**config.mk**
```make
export PLATFORM = sky130hd
export DESIGN_NAME = genie_merge_rr
export DESIGN_NICKNAME = d
export VERILOG_FILES = /design/src/rtl/genie_merge_pkg.sv /design/src/rtl/genie_rr_arb.sv /design/src/rtl/genie_merge_rr.sv
export SDC_FILE = /design/constraint.sdc
export NUM_CORES = 1
export LEC_CHECK = 0
export ABC_CLOCK_PERIOD_IN_PS = 2300
export CORE_AREA = 3 3 40 42
export DETAILED_ROUTE_END_ITERATION = 8
export DIE_AREA = 0 0 43 45
export MAX_ROUTING_LAYER = met4
export PLACE_DENSITY_LB_ADDON = 0.05
export SYNTH_ARGS = -nofsm -noshare
export SYNTH_HDL_FRONTEND = slang
export SYNTH_SLANG_ARGS = --single-unit
```
**constraint.sdc**
```tcl
create_clock -name i_clk -period 2.3 [get_ports i_clk]
set_input_delay 0.345 -clock i_clk [delete_from_list [all_inputs] [get_ports i_clk]]
set_output_delay 0.345 -clock i_clk [all_outputs]
set_load 0.005 [all_outputs]
```
**src/rtl/genie_merge_pkg.sv**
```systemverilog
// genie_merge_pkg
// Shared definitions for the round-robin packet merge.
//   state_t  : merge FSM state (IDLE = no port owns the output,
//              LOCKED = one port owns the output until its end-of-packet)
//   NI_MAX   : largest supported number of input ports
//   wrap_inc : increment an index modulo n (n need not be a power of two)
package genie_merge_pkg;

  typedef enum logic {
    IDLE   = 1'b0,
    LOCKED = 1'b1
  } state_t;

  localparam int NI_MAX = 16;

  function automatic int wrap_inc(input int idx, input int n);
    return (idx + 1 >= n) ? 0 : idx + 1;
  endfunction

endpackage

```
**src/rtl/genie_rr_arb.sv**
```systemverilog
// genie_rr_arb
// Combinational rotating-priority search: picks the first asserted request
// at or above 'base', wrapping from NI-1 back to 0.
// Ports:
//   req       in  NI    request vector
//   base      in  SELW  index with highest priority
//   grant     out SELW  index of the winning request (0 when none)
//   any_grant out 1     at least one request is asserted
module genie_rr_arb #(
  parameter int NI   = 2,
  parameter int SELW = $clog2(NI)
) (
  input  logic [NI-1:0]   req,
  input  logic [SELW-1:0] base,
  output logic [SELW-1:0] grant,
  output logic            any_grant
);

  // Walk the offsets from the far end back toward base so that the last
  // hit written, i.e. the smallest offset from base, wins.
  always_comb begin
    logic [SELW-1:0] idx;
    grant     = '0;
    any_grant = 1'b0;
    idx       = '0;
    for (int i = NI - 1; i >= 0; i--) begin
      idx = SELW'((int'(base) + i) % NI);
      if (req[idx]) begin
        grant     = idx;
        any_grant = 1'b1;
      end
    end
  end

endmodule

```
**src/rtl/genie_merge_rr.sv**
```systemverilog
// genie_merge_rr
// Merges NI valid/ready packet streams onto one output. Ports compete in
// round-robin order; the winner keeps the output until its end-of-packet
// flit has been transferred, so packets are never interleaved.
// Ports:
//   i_clk, i_reset       clock, asynchronous active-high reset
//   i_data  [NI*WIDTH]   input flits, port k at [k*WIDTH +: WIDTH]
//   i_valid, i_eop [NI]  per-port valid and end-of-packet
//   o_ready [NI]         per-port ready, only the granted port can see it
//   o_data, o_valid,
//   o_eop, o_sel         merged flit, its valid, eop and source index
//   i_ready              downstream ready
// Build option: define GENIE_MERGE_OUTREG_EN to drive the merged outputs
// from a one-entry output register (one cycle latency, full throughput).
// Without it the datapath is purely combinational.
module genie_merge_rr
  import genie_merge_pkg::*;
#(
  parameter int NI    = 2,
  parameter int WIDTH = 1,
  parameter int SELW  = $clog2(NI)
) (
  input  logic                i_clk,
  input  logic                i_reset,
  input  logic [NI*WIDTH-1:0] i_data,
  input  logic [NI-1:0]       i_valid,
  input  logic [NI-1:0]       i_eop,
  output logic [NI-1:0]       o_ready,
  output logic [WIDTH-1:0]    o_data,
  output logic                o_valid,
  output logic                o_eop,
  output logic [SELW-1:0]     o_sel,
  input  logic                i_ready
);

  state_t          state, state_next;
  logic [SELW-1:0] rr_ptr, rr_next;
  logic [SELW-1:0] lock_idx, lock_next;
  logic [SELW-1:0] arb_grant;
  logic            arb_any;
  logic [SELW-1:0] sel;
  logic            granted;
  logic            active;
  logic            in_ready;
  logic            take;
  logic [WIDTH-1:0] sel_data;
  logic            sel_eop;
  logic            sel_valid;

  genie_rr_arb #(
    .NI   (NI),
    .SELW (SELW)
  ) u_arb (
    .req       (i_valid),
    .base      (rr_ptr),
    .grant     (arb_grant),
    .any_grant (arb_any)
  );

  // Source selection: a locked port stays connected even while it is idle,
  // which keeps the lock through gaps inside a packet.
  always_comb begin
    sel       = (state == LOCKED) ? lock_idx : arb_grant;
    granted   = (state == LOCKED) || arb_any;
    sel_data  = '0;
    sel_eop   = 1'b0;
    sel_valid = 1'b0;
    for (int k = 0; k < NI; k++) begin
      if (SELW'(k) == sel) begin
        sel_data  = i_data[k*WIDTH +: WIDTH];
        sel_eop   = i_eop[k];
        sel_valid = i_valid[k];
      end
    end
    active = granted && sel_valid;
  end

`ifdef GENIE_MERGE_OUTREG_EN
  logic             reg_valid;
  logic [WIDTH-1:0] reg_data;
  logic             reg_eop;
  logic [SELW-1:0]  reg_sel;

  assign in_ready = !reg_valid || i_ready;

  // One-entry output register; it refills in the same cycle it drains.
  always_ff @(posedge i_clk or posedge i_reset) begin
    if (i_reset) begin
      reg_valid <= 1'b0;
      reg_data  <= '0;
      reg_eop   <= 1'b0;
      reg_sel   <= '0;
    end else if (in_ready) begin
      reg_valid <= active;
      reg_data  <= sel_data;
      reg_eop   <= sel_eop;
      reg_sel   <= sel;
    end
  end

  assign o_valid = reg_valid;
  assign o_data  = reg_data;
  assign o_eop   = reg_eop;
  assign o_sel   = reg_sel;
`else
  assign in_ready = i_ready;

  // Outputs are forced idle during reset so a held reset shows nothing.
  assign o_valid = active && !i_reset;
  assign o_data  = sel_data;
  assign o_eop   = sel_eop;
  assign o_sel   = sel;
`endif

  // Ready depends on valid only through the grant selection.
  always_comb begin
    o_ready = '0;
    for (int k = 0; k < NI; k++) begin
      o_ready[k] = granted && in_ready && !i_reset && (SELW'(k) == sel);
    end
  end

  assign take = active && in_ready && !i_reset;

  always_ff @(posedge i_clk or posedge i_reset) begin
    if (i_reset) begin
      state    <= IDLE;
      rr_ptr   <= '0;
      lock_idx <= '0;
    end else begin
      state    <= state_next;
      rr_ptr   <= rr_next;
      lock_idx <= lock_next;
    end
  end

  // A grant that does not finish its packet this cycle becomes a lock,
  // which also freezes the choice while downstream is stalled.
  always_comb begin
    state_next = state;
    rr_next    = rr_ptr;
    lock_next  = lock_idx;
    case (state)
      IDLE: begin
        if (arb_any) begin
          if (take && sel_eop) begin
            rr_next = SELW'(wrap_inc(int'(arb_grant), NI));
          end else begin
            state_next = LOCKED;
            lock_next  = arb_grant;
          end
        end
      end
      LOCKED: begin
        if (take && sel_eop) begin
          state_next = IDLE;
          rr_next    = SELW'(wrap_inc(int'(lock_idx), NI));
        end
      end
      default: state_next = IDLE;
    endcase
  end

endmodule

```
==> results.md <==
Synthesis:
- The post-synthesis cell type with the largest combined area is dfrtp_1.
- Dividing the synthesized area by the synthesized cell count gives 9.71 µm².
- The number of nets produced by synthesis is 34.
- Synthesis produced 25 cells.
- The Yosys warning count is 0.
- The synthesized design contains 3 register bits.
- The register area share after synthesis is between 30% and 40%.
- The number of synthesized flops with an enable pin is 0.
- Counting flops with an async set or reset pin after synthesis yields a share of 100%.
- After synthesis, the cell types taking the most area are dfrtp_1 31%, o21ai_4 6.7%, mux2_4 6.2%.
- The combined area of all synthesized cells is roughly 240 µm².
- In this run the biggest area consumer among cell types represents 30.9% of the synthesized area.
- The most instantiated flip-flop cell in the synthesis netlist is dfrtp_1.
- The synthesized netlist contains 20 unique library cells.
- Sorting the synthesized cells by how often they occur yields 3 x dfrtp_1, 3 x inv_1, 2 x nor2_1.

Worst setup path:
- The category of cells accounting for the largest share of critical-path delay is buffers and inverters.
- The kind of end point of the critical path is an output pin.
- STA puts the critical path data required time at 1.96 ns.
- The total buffers and inverters traversed by the critical path is 1.
- The type of the worst setup path is flop to output pin.
- In this run the worst path has a maximum fanout of 6.
- The sort of element at the start of the critical path is a flop.
- STA puts the critical path data arrival time at approximately 1.8 ns.
- The critical path goes through nand2b_4, o21ai_4, mux2_4, clkdlybuf4s50_1.
- The cell with the largest stage delay on the worst path is clkdlybuf4s50_1.
- On the worst path, the slowest cell contributes a delay of 0.45 ns.

Placement:
- After legalization and detailed placement, the total HPWL measured about 530 µm.
- Routability-driven placement finished with a final weighted congestion of 0.750.
- The placed instance count is 57.
- The number of input and output port buffers inserted is 14.
- Before CTS, the worst setup slack after placement is -0.0520 ns.

Route:
- Using the TritonRoute via totals, the vias-per-cell ratio works out to approximately 4.4.
- The wire length per cell is ~11 µm.
- The first detailed-routing pass took 4 iterations.
- For this run, design rule violations remaining after detail routing come to 0.
- In this run, the number of DRC markers left after iteration 0 of detailed routing was 1.
- In this run the remaining antenna-violating nets after routing total 0.
- The final route contains 271 vias.
- Wires add up to 658 µm.

Power and ir drop:
- In this run the static leakage power is around 0.21 nW.
- The power after layout is around 0.00041 W.
- Across the VDD grid, the largest voltage drop is roughly 310 µV.
- For this design the ratio of total power to cell area is roughly 900 nW/µm².

Clock network:
- CTS built an H-tree with a depth of 1.
- TritonCTS built the clock tree.
- The clock-pin slew on the worst setup and hold paths is ~0.040 ns.
- Clock tree synthesis inserted a total of 3 buffers.
- The later pin in the worst-skew pair is clocked with a latency of ~0.23 ns.
- The sink count of the clock tree is 3.
- Counting along the longest clock path gives a buffer depth of 2.
- The CTS root buffer is clkbuf_4.

STA:
- The shortest period the worst path allows is 2.13 ns.
- The number of max-slew violations in the final report is 0.
- Setup violations remaining at the end of the flow were counted as 0.
- The final critical-path share of the clock period is between 90% and 100%.
- The fmax is approximately 470 MHz.
- Setup repair after global routing left no endpoint under its margin.
- The final clock skew is about 0.0060 ns.
- The final count of hold timing violations is 0.
- At the pin with the least slew margin, the transition time is approximately 0.35 ns.
- After layout, the worst setup slack is ~0.17 ns.
- In this run the tightest slew margin relative to its limit is 76.4%.

Global routing:
- Entering global routing, the biggest net connects 7 pins.
- The initial antenna violation count is 0.
- The total congestion overflow is 0.
- Global routing used a little under a tenth of the available tracks.
- The number of global-route vias before repair was between 300 and 400.
- The first global-routing pass estimated 1.21 mm of wire.

Flow run:
- The max-cap check violation count is 0.

Outcome:
- The run finished with clean final reports.

Final layout:
- The final net count is 57.
- The ratio of cells with drive above 1 in the final layout is about a quarter.
- The final core utilization is a little over a third.
- After filler insertion, the fill cell instance count of the layout stands at 137.
- The antenna diode count is 0.
- The finished layout holds 62 standard cells, fillers aside.
- Relative to the synthesized area, the layout overhead comes to 88.1%.

Die:
- The die is roughly 45 µm tall.
- The die covers between 1500 and 2000 µm².
- The floorplan step set the die width to roughly 43 µm.
- The total number of placement rows is 13.
- The core region is around 1300 µm².
- The initial utilization of the core area, before any placement, comes to a little under a fifth.
- 15 I/O pins were placed.

Hold path:
- The min-delay analysis places its worst path in the category input port to asynchronous set/reset pin.
[kinds of logic after synthesis]
logic type      synth area share [%]
compound gates                  21.1
buf+inv                         4.64
flops                           30.9
mux                             14.9
simple gates                    28.4
[placed cells by master, fill, tap and decap left out, drive strengths merged, types with 2 or more instances in the layout]
cell | synthesis | routed
nand2b | 2 | 2
nor2 | 2 | 2
buf | 0 | 4
o21ai | 2 | 2
dlygate4sd2 | 0 | 3
inv | 3 | 3
mux2 | 2 | 2
clkbuf | 0 | 4
dfrtp | 3 | 3
clkdlybuf4s50 | 0 | 10
[flip-flops by register name (all words and copies together), names as in the netlist]
signal and count:
lock_idx 1, rr_ptr 1, state 1
[area by class of cell]
cell class                 count  area, µm²  area share [%]
multi-input combinational     19        156            34.2
sequential                     3       75.1            16.4
inverter                       3       11.3            2.47
timing repair buffer          18        169            37.0
clock buffer                   4       26.3            5.75
tap                           15       18.8            4.11
[through the flow]
step,hold WS (ns),TNS (ns),instance area [µm²]
final,0.336,0,457
after global routing,0.355,0,457
after CTS,0.330,0,454
after detailed placement,0.542,-0.0994,424
after global placement,0.556,-0.102,424
after floorplan,0.107,0,243
[worst paths after layout]
path / from / end / slack [ns] / cells after the start
max in group asynchronous: i_reset / state$_DFF_PP0_ / 1.81 / 2
worst max-delay path: state$_DFF_PP0_ / o_eop / 0.17 / 4
worst min-delay path: i_reset / lock_idx$_DFFE_PP0P_ / 0.34 / 2
worst min register to register: lock_idx$_DFFE_PP0P_ / lock_idx$_DFFE_PP0P_ / 0.55 / 1
worst max register to register: state$_DFF_PP0_ / lock_idx$_DFFE_PP0P_ / 0.47 / 6
min in group i_clk: i_valid[0] / state$_DFF_PP0_ / 0.46 / 3
[worst register-to-register path: stages (launching register included)]
cell and delay, ns:
dfrtp_1 0.42, nand2b_4 0.18, o21ai_4 0.18, mux2_4 0.32, buf_4 0.14, and3_4 0.17
o32a_1 0.32
[report_power, final]
group	internal, W	leakage [nW]	switching, W	total (W)
sequential	0.0000731	0.0319	0.0000171	0.0000902
clock	0.0000651	0.0150	0.0000288	0.0000939
combinational	0.000147	0.167	0.0000816	0.000229
total	0.000285	0.214	0.000127	0.000413
[what timing repair did]
action	4_1_cts	5_1_grt
endpoints found under the setup margin	3	1
setup buffers	1	0
hold buffers	0	0
gates resized for setup	3	1
pin swaps	1	0
[metal layers]
metal	global-route usage, %	share of wire (%)	vias to the layer above
met5	-	0	-
li1	-	-	132
met1	9.93	43	121
met3	3.19	11	0
met4	7.23	0	0
met2	13.2	46	18
Note: power is estimated with default switching activity, not from simulation.
